===== config.mk =====
export PLATFORM = sky130hd
export DESIGN_NAME = keypad_scan_flat
export DESIGN_NICKNAME = d
export VERILOG_FILES = /design/src/rtl/keypad_pkg.sv /design/src/rtl/keypad_if.sv /design/src/rtl/keypad_col_sync.sv /design/src/rtl/keypad_scan.sv /design/src/flat_wrapper.sv
export SDC_FILE = /design/constraint.sdc
export NUM_CORES = 1
export LEC_CHECK = 0
export BUFFER_PORTS_ARGS = -buffer_cell sky130_fd_sc_hd__buf_4
export CORE_UTILIZATION = 60
export CTS_CLUSTER_SIZE = 24
export DETAILED_ROUTE_END_ITERATION = 8
export PLACE_DENSITY = 0.88
export SETUP_SLACK_MARGIN = 0.2
export SYNTH_ARGS = -nofsm -noshare
export SYNTH_HDL_FRONTEND = slang
export SYNTH_SLANG_ARGS = --single-unit
export TNS_END_PERCENT = 10

===== constraint.sdc =====
create_clock -name clk -period 5.7 [get_ports clk]
set_clock_uncertainty 0.1 [all_clocks]
set_input_delay 1.425 -clock clk [delete_from_list [all_inputs] [get_ports clk]]
set_output_delay 1.425 -clock clk [all_outputs]
set_load 0.02 [all_outputs]

===== src/rtl/keypad_pkg.sv =====
// Shared types and constants for the 4x4 keypad scanner.
// Holds the FSM state encoding, matrix geometry and the row/column helper functions.
package keypad_pkg;

    localparam int ROWS   = 4;
    localparam int COLS   = 4;
    localparam int CODE_W = 4;

    localparam logic [ROWS-1:0] ROW_IDLE = 4'b1111;

    typedef enum logic [1:0] {
        SCAN,
        DEBOUNCE,
        HELD
    } state_e;

    typedef struct packed {
        logic       hit;
        logic [1:0] idx;
    } col_hit_t;

    // Lowest-index active column wins when several are low at once.
    function automatic col_hit_t col_encode(input logic [COLS-1:0] low);
        col_hit_t res;
        res = '{hit: 1'b0, idx: 2'd0};
        for (int i = COLS - 1; i >= 0; i--) begin
            if (low[i]) begin
                res.hit = 1'b1;
                res.idx = 2'(i);
            end
        end
        return res;
    endfunction

    function automatic logic [ROWS-1:0] row_drive(input logic [1:0] r);
        return ROW_IDLE ^ (ROWS'(1) << r);
    endfunction

endpackage


===== src/rtl/keypad_if.sv =====
// Key event bus from the keypad scanner to the game controller.
// The scanner drives it through the master modport; the controller listens on slave.
interface keypad_if
    import keypad_pkg::*;
();

    logic [CODE_W-1:0] key_code;
    logic              key_valid;
    logic              key_held;

    modport master (
        output key_code,
        output key_valid,
        output key_held
    );

    modport slave (
        input key_code,
        input key_valid,
        input key_held
    );

endinterface


===== src/rtl/keypad_col_sync.sv =====
// Two-flop synchroniser bringing the asynchronous column sense lines into clk.
// Resets to all-high, which reads as "no key pressed".
module keypad_col_sync
    import keypad_pkg::*;
(
    input  logic            clk,
    input  logic            rst,
    input  logic [COLS-1:0] col_n,
    output logic [COLS-1:0] col_s
);

    logic [COLS-1:0] col_meta;

    // NOTE: sequential state always uses non-blocking assignments so every flop
    // samples the pre-edge value, which is what makes the two stages a real pipeline.
    always_ff @(posedge clk) begin
        if (rst) begin
            col_meta <= '1;
            col_s    <= '1;
        end else begin
            col_meta <= col_n;
            col_s    <= col_meta;
        end
    end

endmodule


===== src/rtl/keypad_scan.sv =====
// 4x4 keypad scanner: row drive, column sampling, press/release debounce, key-code output.
// Optional auto-repeat while a key stays held is enabled by defining KEYPAD_REPEAT_EN.
module keypad_scan
    import keypad_pkg::*;
#(
    parameter int SETTLE_TICKS   = 2,
    parameter int DEBOUNCE_TICKS = 1000,
    parameter int REPEAT_TICKS   = 250
) (
    input  logic            clk,
    input  logic            rst,
    input  logic            clk_50k,
    input  logic [COLS-1:0] col_n,
    output logic [ROWS-1:0] row_n,
    keypad_if.master        key_bus
);

    localparam int SET_W = $clog2(SETTLE_TICKS + 1);
    localparam int DEB_W = $clog2(DEBOUNCE_TICKS + 1);

    localparam logic [SET_W-1:0] SET_LAST = SET_W'(SETTLE_TICKS - 1);
    localparam logic [DEB_W-1:0] DEB_LAST = DEB_W'(DEBOUNCE_TICKS - 1);
    localparam logic [DEB_W-1:0] DEB_MAX  = DEB_W'(DEBOUNCE_TICKS);

    if (SETTLE_TICKS < 1 || DEBOUNCE_TICKS < 2 || REPEAT_TICKS < 1) begin : g_bad_params
        $error("keypad_scan: SETTLE_TICKS>=1, DEBOUNCE_TICKS>=2, REPEAT_TICKS>=1 required");
    end

    // ------------------------------------------------------------------
    // Scan-rate tick and synchronised column sense
    // ------------------------------------------------------------------
    logic            clk_50k_d;
    logic            tick;
    logic [COLS-1:0] col_s;
    logic [COLS-1:0] sample;
    col_hit_t        enc;

    keypad_col_sync u_col_sync (
        .clk   (clk),
        .rst   (rst),
        .col_n (col_n),
        .col_s (col_s)
    );

    assign tick   = clk_50k & ~clk_50k_d;
    assign sample = ~col_s;
    assign enc    = col_encode(sample);

    // ------------------------------------------------------------------
    // State and datapath registers
    // ------------------------------------------------------------------
    state_e            state,      state_nxt;
    logic [1:0]        row,        row_nxt;
    logic [1:0]        col_lat,    col_lat_nxt;
    logic [SET_W-1:0]  settle_cnt, settle_nxt;
    logic [DEB_W-1:0]  deb_cnt,    deb_nxt;
    logic [DEB_W-1:0]  rel_cnt,    rel_nxt;
    logic [CODE_W-1:0] code_q,     code_nxt;
    logic              valid_q,    valid_nxt;
    logic              held_q,     held_nxt;

`ifdef KEYPAD_REPEAT_EN
    localparam int               REP_W    = $clog2(REPEAT_TICKS + 1);
    localparam logic [REP_W-1:0] REP_LAST = REP_W'(REPEAT_TICKS - 1);

    logic [REP_W-1:0] rep_cnt, rep_nxt;
`endif

    // ------------------------------------------------------------------
    // Next-state logic; everything except the key_valid pulse moves on tick only
    // ------------------------------------------------------------------
    // NOTE: every output of this block gets a default before any branch so no
    // path leaves a variable unassigned, which would otherwise infer a latch.
    always_comb begin
        state_nxt   = state;
        row_nxt     = row;
        col_lat_nxt = col_lat;
        settle_nxt  = settle_cnt;
        deb_nxt     = deb_cnt;
        rel_nxt     = rel_cnt;
        code_nxt    = code_q;
        valid_nxt   = 1'b0;
        held_nxt    = held_q;
`ifdef KEYPAD_REPEAT_EN
        rep_nxt     = rep_cnt;
`endif

        if (tick) begin
            unique case (state)
                SCAN: begin
                    if (settle_cnt >= SET_LAST) begin
                        settle_nxt = '0;
                        if (enc.hit) begin
                            col_lat_nxt = enc.idx;
                            deb_nxt     = DEB_W'(1);
                            state_nxt   = DEBOUNCE;
                        end else begin
                            row_nxt = row + 2'd1;
                        end
                    end else begin
                        settle_nxt = settle_cnt + SET_W'(1);
                    end
                end

                DEBOUNCE: begin
                    if (enc.hit && enc.idx == col_lat) begin
                        deb_nxt = (deb_cnt == DEB_MAX) ? deb_cnt : deb_cnt + DEB_W'(1);
                        if (deb_cnt >= DEB_LAST) begin
                            code_nxt  = {row, col_lat};
                            valid_nxt = 1'b1;
                            held_nxt  = 1'b1;
                            deb_nxt   = '0;
                            rel_nxt   = '0;
`ifdef KEYPAD_REPEAT_EN
                            rep_nxt   = '0;
`endif
                            state_nxt = HELD;
                        end
                    end else begin
                        // A bounce sends us back to re-settle the same row.
                        deb_nxt    = '0;
                        settle_nxt = '0;
                        state_nxt  = SCAN;
                    end
                end

                HELD: begin
                    if (!sample[col_lat]) begin
                        rel_nxt = (rel_cnt == DEB_MAX) ? rel_cnt : rel_cnt + DEB_W'(1);
`ifdef KEYPAD_REPEAT_EN
                        rep_nxt = '0;
`endif
                        if (rel_cnt >= DEB_LAST) begin
                            held_nxt   = 1'b0;
                            rel_nxt    = '0;
                            settle_nxt = '0;
                            row_nxt    = row + 2'd1;
                            state_nxt  = SCAN;
                        end
                    end else begin
                        rel_nxt = '0;
`ifdef KEYPAD_REPEAT_EN
                        if (rep_cnt >= REP_LAST) begin
                            rep_nxt   = '0;
                            valid_nxt = 1'b1;
                        end else begin
                            rep_nxt = rep_cnt + REP_W'(1);
                        end
`endif
                    end
                end

                default: state_nxt = SCAN;
            endcase
        end
    end

    always_ff @(posedge clk) begin
        if (rst) begin
            clk_50k_d  <= 1'b0;
            state      <= SCAN;
            row        <= '0;
            col_lat    <= '0;
            settle_cnt <= '0;
            deb_cnt    <= '0;
            rel_cnt    <= '0;
            code_q     <= '0;
            valid_q    <= 1'b0;
            held_q     <= 1'b0;
`ifdef KEYPAD_REPEAT_EN
            rep_cnt    <= '0;
`endif
        end else begin
            clk_50k_d  <= clk_50k;
            state      <= state_nxt;
            row        <= row_nxt;
            col_lat    <= col_lat_nxt;
            settle_cnt <= settle_nxt;
            deb_cnt    <= deb_nxt;
            rel_cnt    <= rel_nxt;
            code_q     <= code_nxt;
            valid_q    <= valid_nxt;
            held_q     <= held_nxt;
`ifdef KEYPAD_REPEAT_EN
            rep_cnt    <= rep_nxt;
`endif
        end
    end

    // Only the current row is pulled low; the row register is already reset to 0.
    assign row_n = row_drive(row);

    assign key_bus.key_code  = code_q;
    assign key_bus.key_valid = valid_q;
    assign key_bus.key_held  = held_q;

endmodule


===== src/flat_wrapper.sv =====
// flat-port wrapper written by rule: the top's interface ports become plain ports
module keypad_scan_flat import keypad_pkg::*;
#(
    parameter int SETTLE_TICKS   = 2,
    parameter int DEBOUNCE_TICKS = 1000,
    parameter int REPEAT_TICKS   = 250
)
  (clk, rst, clk_50k, col_n, row_n, key_bus_key_code, key_bus_key_valid, key_bus_key_held);
  keypad_if key_bus_i ();
  input  logic clk;
  input  logic rst;
  input  logic clk_50k;
  input  logic [COLS-1:0] col_n;
  output logic [ROWS-1:0] row_n;
  output wire logic [$bits(key_bus_i.key_code)-1:0] key_bus_key_code;
  output wire logic [$bits(key_bus_i.key_valid)-1:0] key_bus_key_valid;
  output wire logic [$bits(key_bus_i.key_held)-1:0] key_bus_key_held;
  assign key_bus_key_code = key_bus_i.key_code;
  assign key_bus_key_valid = key_bus_i.key_valid;
  assign key_bus_key_held = key_bus_i.key_held;
  keypad_scan #(.SETTLE_TICKS(SETTLE_TICKS), .DEBOUNCE_TICKS(DEBOUNCE_TICKS), .REPEAT_TICKS(REPEAT_TICKS)) u_core (.clk(clk), .rst(rst), .clk_50k(clk_50k), .col_n(col_n), .row_n(row_n), .key_bus(key_bus_i));
endmodule

==> impl_summary.md <==
CTS
The tree is rooted in a sky130_fd_sc_hd__clkbuf_8. The clock reaches the later pin of the worst-skew pair after 300 ps. Clock tree synthesis inserted a total of 5 buffers. The clock edge transition at the registers on the reported setup and hold paths is 80 ps. The clock tree buffer depth is 2. CTS saw 43 sinks. Hold repair after CTS inserted 0 buffers. The post-cts sizing count is 0. The TritonCTS clock tree is built. The post-CTS setup-driven buffer insertion count is 0. The clock tree synthesis step divided the H-tree into 2 levels.

STA
The total count of max-transition violations in the final report is 0. The setup-violating endpoint count in the final report is 0. The maximum clock frequency is 0.344 GHz. Setup repair after global routing left no endpoint under its margin. The share of the clock period used by the worst path after layout is 51.1%. The slew at the pin closest to its max-slew limit is 1190 ps. The final-layout setup total negative slack is 0 ps. The total count of hold-check failures in the final report is 0. Measured against its own limit, the worst slew margin works out to 19.5%. The tightest hold path in the finished design has a slack of 311 ps. The routed design could run at a clock period as short as 2910 ps.

Drt
In the final routed layout, each cell accounts on average for 15.1 um. Summed over all layers, the routed wires come to 5110 um. In the routed layout, each cell is associated on average with a via count of 6.37. The post-detailed-route DRC marker count is 0. Once detail routing completed, the nets flagged for antenna violations numbered 0. The first routing iteration left 198 violations. The detailed-routing iteration count for the pre-antenna-repair pass is 5.

The total number of vias is 2154.

Yosys
The sequential element share of the synthesized area is 36.6%. The number of distinct library cells after synthesis is 46. Dividing the synthesized area by the synthesized cell count gives 8.44 sq um. The most frequently used flop master after synthesis is sky130_fd_sc_hd__dfxtp_1. The synthesized design contains 43 register bits.

The net count of the mapped netlist is 300. After synthesis the cells add up to 2350 sq um. After technology mapping, the gate count stands at 279. Yosys mapped a number of flops with a built-in enable equal to 0.

The proportion of register bits with asynchronous set or reset after synthesis is 0%. The Yosys warning count is 0.

GRT
Global routing finished with a remaining overflow of 0. The number of antenna violations at the first check in global routing was 0. The global-route wire length before repair is 8710 um.

Entering global routing, the biggest net connects 44 pins. For this run, the total global-route usage over all layers was measured as 26.9%. The number of global-route vias before repair came to 1927.

Placement
The count of buffers added on input and output ports is 16. The global placement routability congestion is 0.871. The post-DP HPWL is 3360 um. Including well taps, the total number of placed cells is 330.

Power
The total leakage power is 0.970 nW. The power per unit of standard cell area is 232 nW/um^2. The worst-case IR drop observed on VDD is 0.000154 V. The power consumption is 0.606 mW.

Cells and area
The number of antenna diodes in the final layout is 0. Counting the fill cells in the layout gives 286. The number of nets in the final layout is 310. From synthesis to final layout, the design area changed by 10.7%. At the end of the flow the core is filled with cells to 70.2%. The count of cells in the finished layout, fillers not included, comes to 338.

The fraction of final layout cells sized beyond drive strength 1 is 13.1%.

Worst setup path
The endpoint class of the critical path is a register. The dominant delay contributor by cell family on the critical path is compound AO/OA/AOI/OAI gates. The largest driver fanout on the critical path is 22.

STA puts the critical path data arrival time at 2990 ps. The critical path goes through ha_1 > a211o_1 > nand3_1 > a2111oi_2 > mux2i_1 > nor2_1. The startpoint type of the worst setup path is a register. The critical path is of the reg -> reg type. The critical path required time is 5780 ps. The biggest cell delay along the critical path is 930 ps.

Counting both buffers and inverters, the worst setup path holds a total of 0. For this design, the slowest cell found on the critical path is sky130_fd_sc_hd__a2111oi_2.

Floorplanning
17 I/O pins were placed. The die outline area is 4180 sq um. The effective utilization at floorplan is 63.4%.

In this run the standard cell core region covers 3720 sq um. The height of the chip is 64.6 um. From left edge to right edge, the die measures 64.6 um.

The row count is 22.

Job
Max-cap violations in this run came to 0.

Hold path
In this run the worst hold path is classified as reg -> reg.

Status
The run finished with clean final reports.
==> Yosys cell counts (2+ instances only) <==
library cell,number,area [sq um]
sky130_fd_sc_hd__and2_1,3,18.8
sky130_fd_sc_hd__nand2_1,16,60.1
sky130_fd_sc_hd__dfxtp_1,43,861
sky130_fd_sc_hd__and3_1,7,43.8
sky130_fd_sc_hd__a31oi_1,12,75.1
sky130_fd_sc_hd__nor2_1,20,75.1
sky130_fd_sc_hd__o311ai_0,2,17.5
sky130_fd_sc_hd__o21ai_0,5,25.0
sky130_fd_sc_hd__o41ai_1,2,17.5
sky130_fd_sc_hd__o32ai_1,7,61.3
sky130_fd_sc_hd__nand3_1,12,60.1
sky130_fd_sc_hd__nand4b_1,2,17.5
sky130_fd_sc_hd__o21ai_1,2,10.0
sky130_fd_sc_hd__o211ai_1,3,22.5
sky130_fd_sc_hd__nor3_1,3,15.0
sky130_fd_sc_hd__a221oi_1,2,17.5
sky130_fd_sc_hd__a21oi_1,13,65.1
sky130_fd_sc_hd__nor2b_1,3,18.8
sky130_fd_sc_hd__or2_2,8,50.1
sky130_fd_sc_hd__a21o_1,3,22.5
sky130_fd_sc_hd__inv_1,27,101
sky130_fd_sc_hd__ha_1,14,175
sky130_fd_sc_hd__nand4_1,18,113
sky130_fd_sc_hd__clkbuf_1,14,52.6
sky130_fd_sc_hd__a211o_1,3,26.3
sky130_fd_sc_hd__mux2i_1,5,50.1
sky130_fd_sc_hd__a211oi_1,9,67.6
sky130_fd_sc_hd__nand2b_1,3,18.8
==> per-layer routing <==
metal / vias up / GRT usage (%) / share of wire, % / wire, um
li1: 1053 / - / - / -
met1: 1014 / 34.2 / 47 / 2390
met2: 79 / 43.8 / 46 / 2330
met3: 8 / 6.34 / 6.1 / 314
met4: 0 / 10.3 / 1.4 / 73
met5: - / 0 / 0 / 0
==> per-stage QoR <==
step / worst slack [ps] / cell area (sq um)
detailed placement: 2650 / 2490
global route: 2550 / 2610
floorplan: 2930 / 2350
finish: 2790 / 2610
global placement: 2750 / 2490
CTS: 2830 / 2610
==> power breakdown <==
part           internal (mW)  total, mW  leakage [nW]  switching, mW
clock network          0.142      0.250        0.0612          0.108
logic                 0.0183     0.0454         0.559         0.0272
registers              0.306      0.311         0.349        0.00485
total                  0.466      0.606         0.970          0.140
==> worst register-to-register path: stages, from the launching register on <==
cell and delay [ps]:
sky130_fd_sc_hd__dfxtp_1 390, sky130_fd_sc_hd__ha_1 250, sky130_fd_sc_hd__a211o_1 180, sky130_fd_sc_hd__nand3_1 590, sky130_fd_sc_hd__a2111oi_2 930, sky130_fd_sc_hd__mux2i_1 280, sky130_fd_sc_hd__nor2_1 60
==> area by class of cell <==
cell class	count	area, sq um	area share [%]
inverters	27	101	3.89
well taps	48	60.1	2.30
multi-input cells	195	1340	51.4
clock buffers	6	82.6	3.17
clock inverters	2	35.0	1.34
flip-flops and latches	43	861	33.0
repair buffers	17	128	4.89
==> logic make-up after synthesis <==
family | after synthesis | synth area share, %
compound gates | 73 | 22.5
xor+xnor | 1 | 0.372
fa+ha+maj | 14 | 7.44
buf+inv | 41 | 6.54
flops | 43 | 36.6
mux | 7 | 3.56
simple gates | 100 | 23.1
==> worst paths after layout <==
| path | from | slack [ps] | to | depth (start not counted) |
|---|---|---|---|---|
| setup reg to reg | u_core.deb_cnt[1] | 2790 | u_core.key_bus.key_code[0] | 6 |
| hold / removal | u_core.u_col_sync.col_meta[2] | 310 | u_core.u_col_sync.col_s[2] | 1 |
| hold reg to reg | u_core.u_col_sync.col_meta[2] | 310 | u_core.u_col_sync.col_s[2] | 1 |
| setup / recovery | u_core.deb_cnt[1] | 2790 | u_core.key_bus.key_code[0] | 6 |
==> cell usage in the layout, fill, tap and decap left out, types with 5 or more instances in the layout <==
cell type / instances
sky130_fd_sc_hd__a211oi_1: 9
sky130_fd_sc_hd__a21oi_1: 13
sky130_fd_sc_hd__a31oi_1: 12
sky130_fd_sc_hd__and3_1: 7
sky130_fd_sc_hd__buf_4: 17
sky130_fd_sc_hd__clkbuf_8: 6
sky130_fd_sc_hd__dfxtp_1: 43
sky130_fd_sc_hd__ha_1: 14
sky130_fd_sc_hd__inv_1: 27
sky130_fd_sc_hd__mux2i_1: 5
sky130_fd_sc_hd__nand2_1: 16
sky130_fd_sc_hd__nand3_1: 12
sky130_fd_sc_hd__nand4_1: 18
sky130_fd_sc_hd__nor2_1: 20
sky130_fd_sc_hd__o21ai_0: 5
sky130_fd_sc_hd__o32ai_1: 7
sky130_fd_sc_hd__or2_2: 8
==> registers in the layout (all words and copies together), names as in the netlist, 2 cells and up <==
register                    cells
u_core.col_lat                  2
u_core.deb_cnt                 10
u_core.key_bus.key_code         4
u_core.rel_cnt                 10
u_core.row                      2
u_core.settle_cnt               2
u_core.state                    2
u_core.u_col_sync.col_meta      4
u_core.u_col_sync.col_s         4
(Power assumes the default switching activity.)
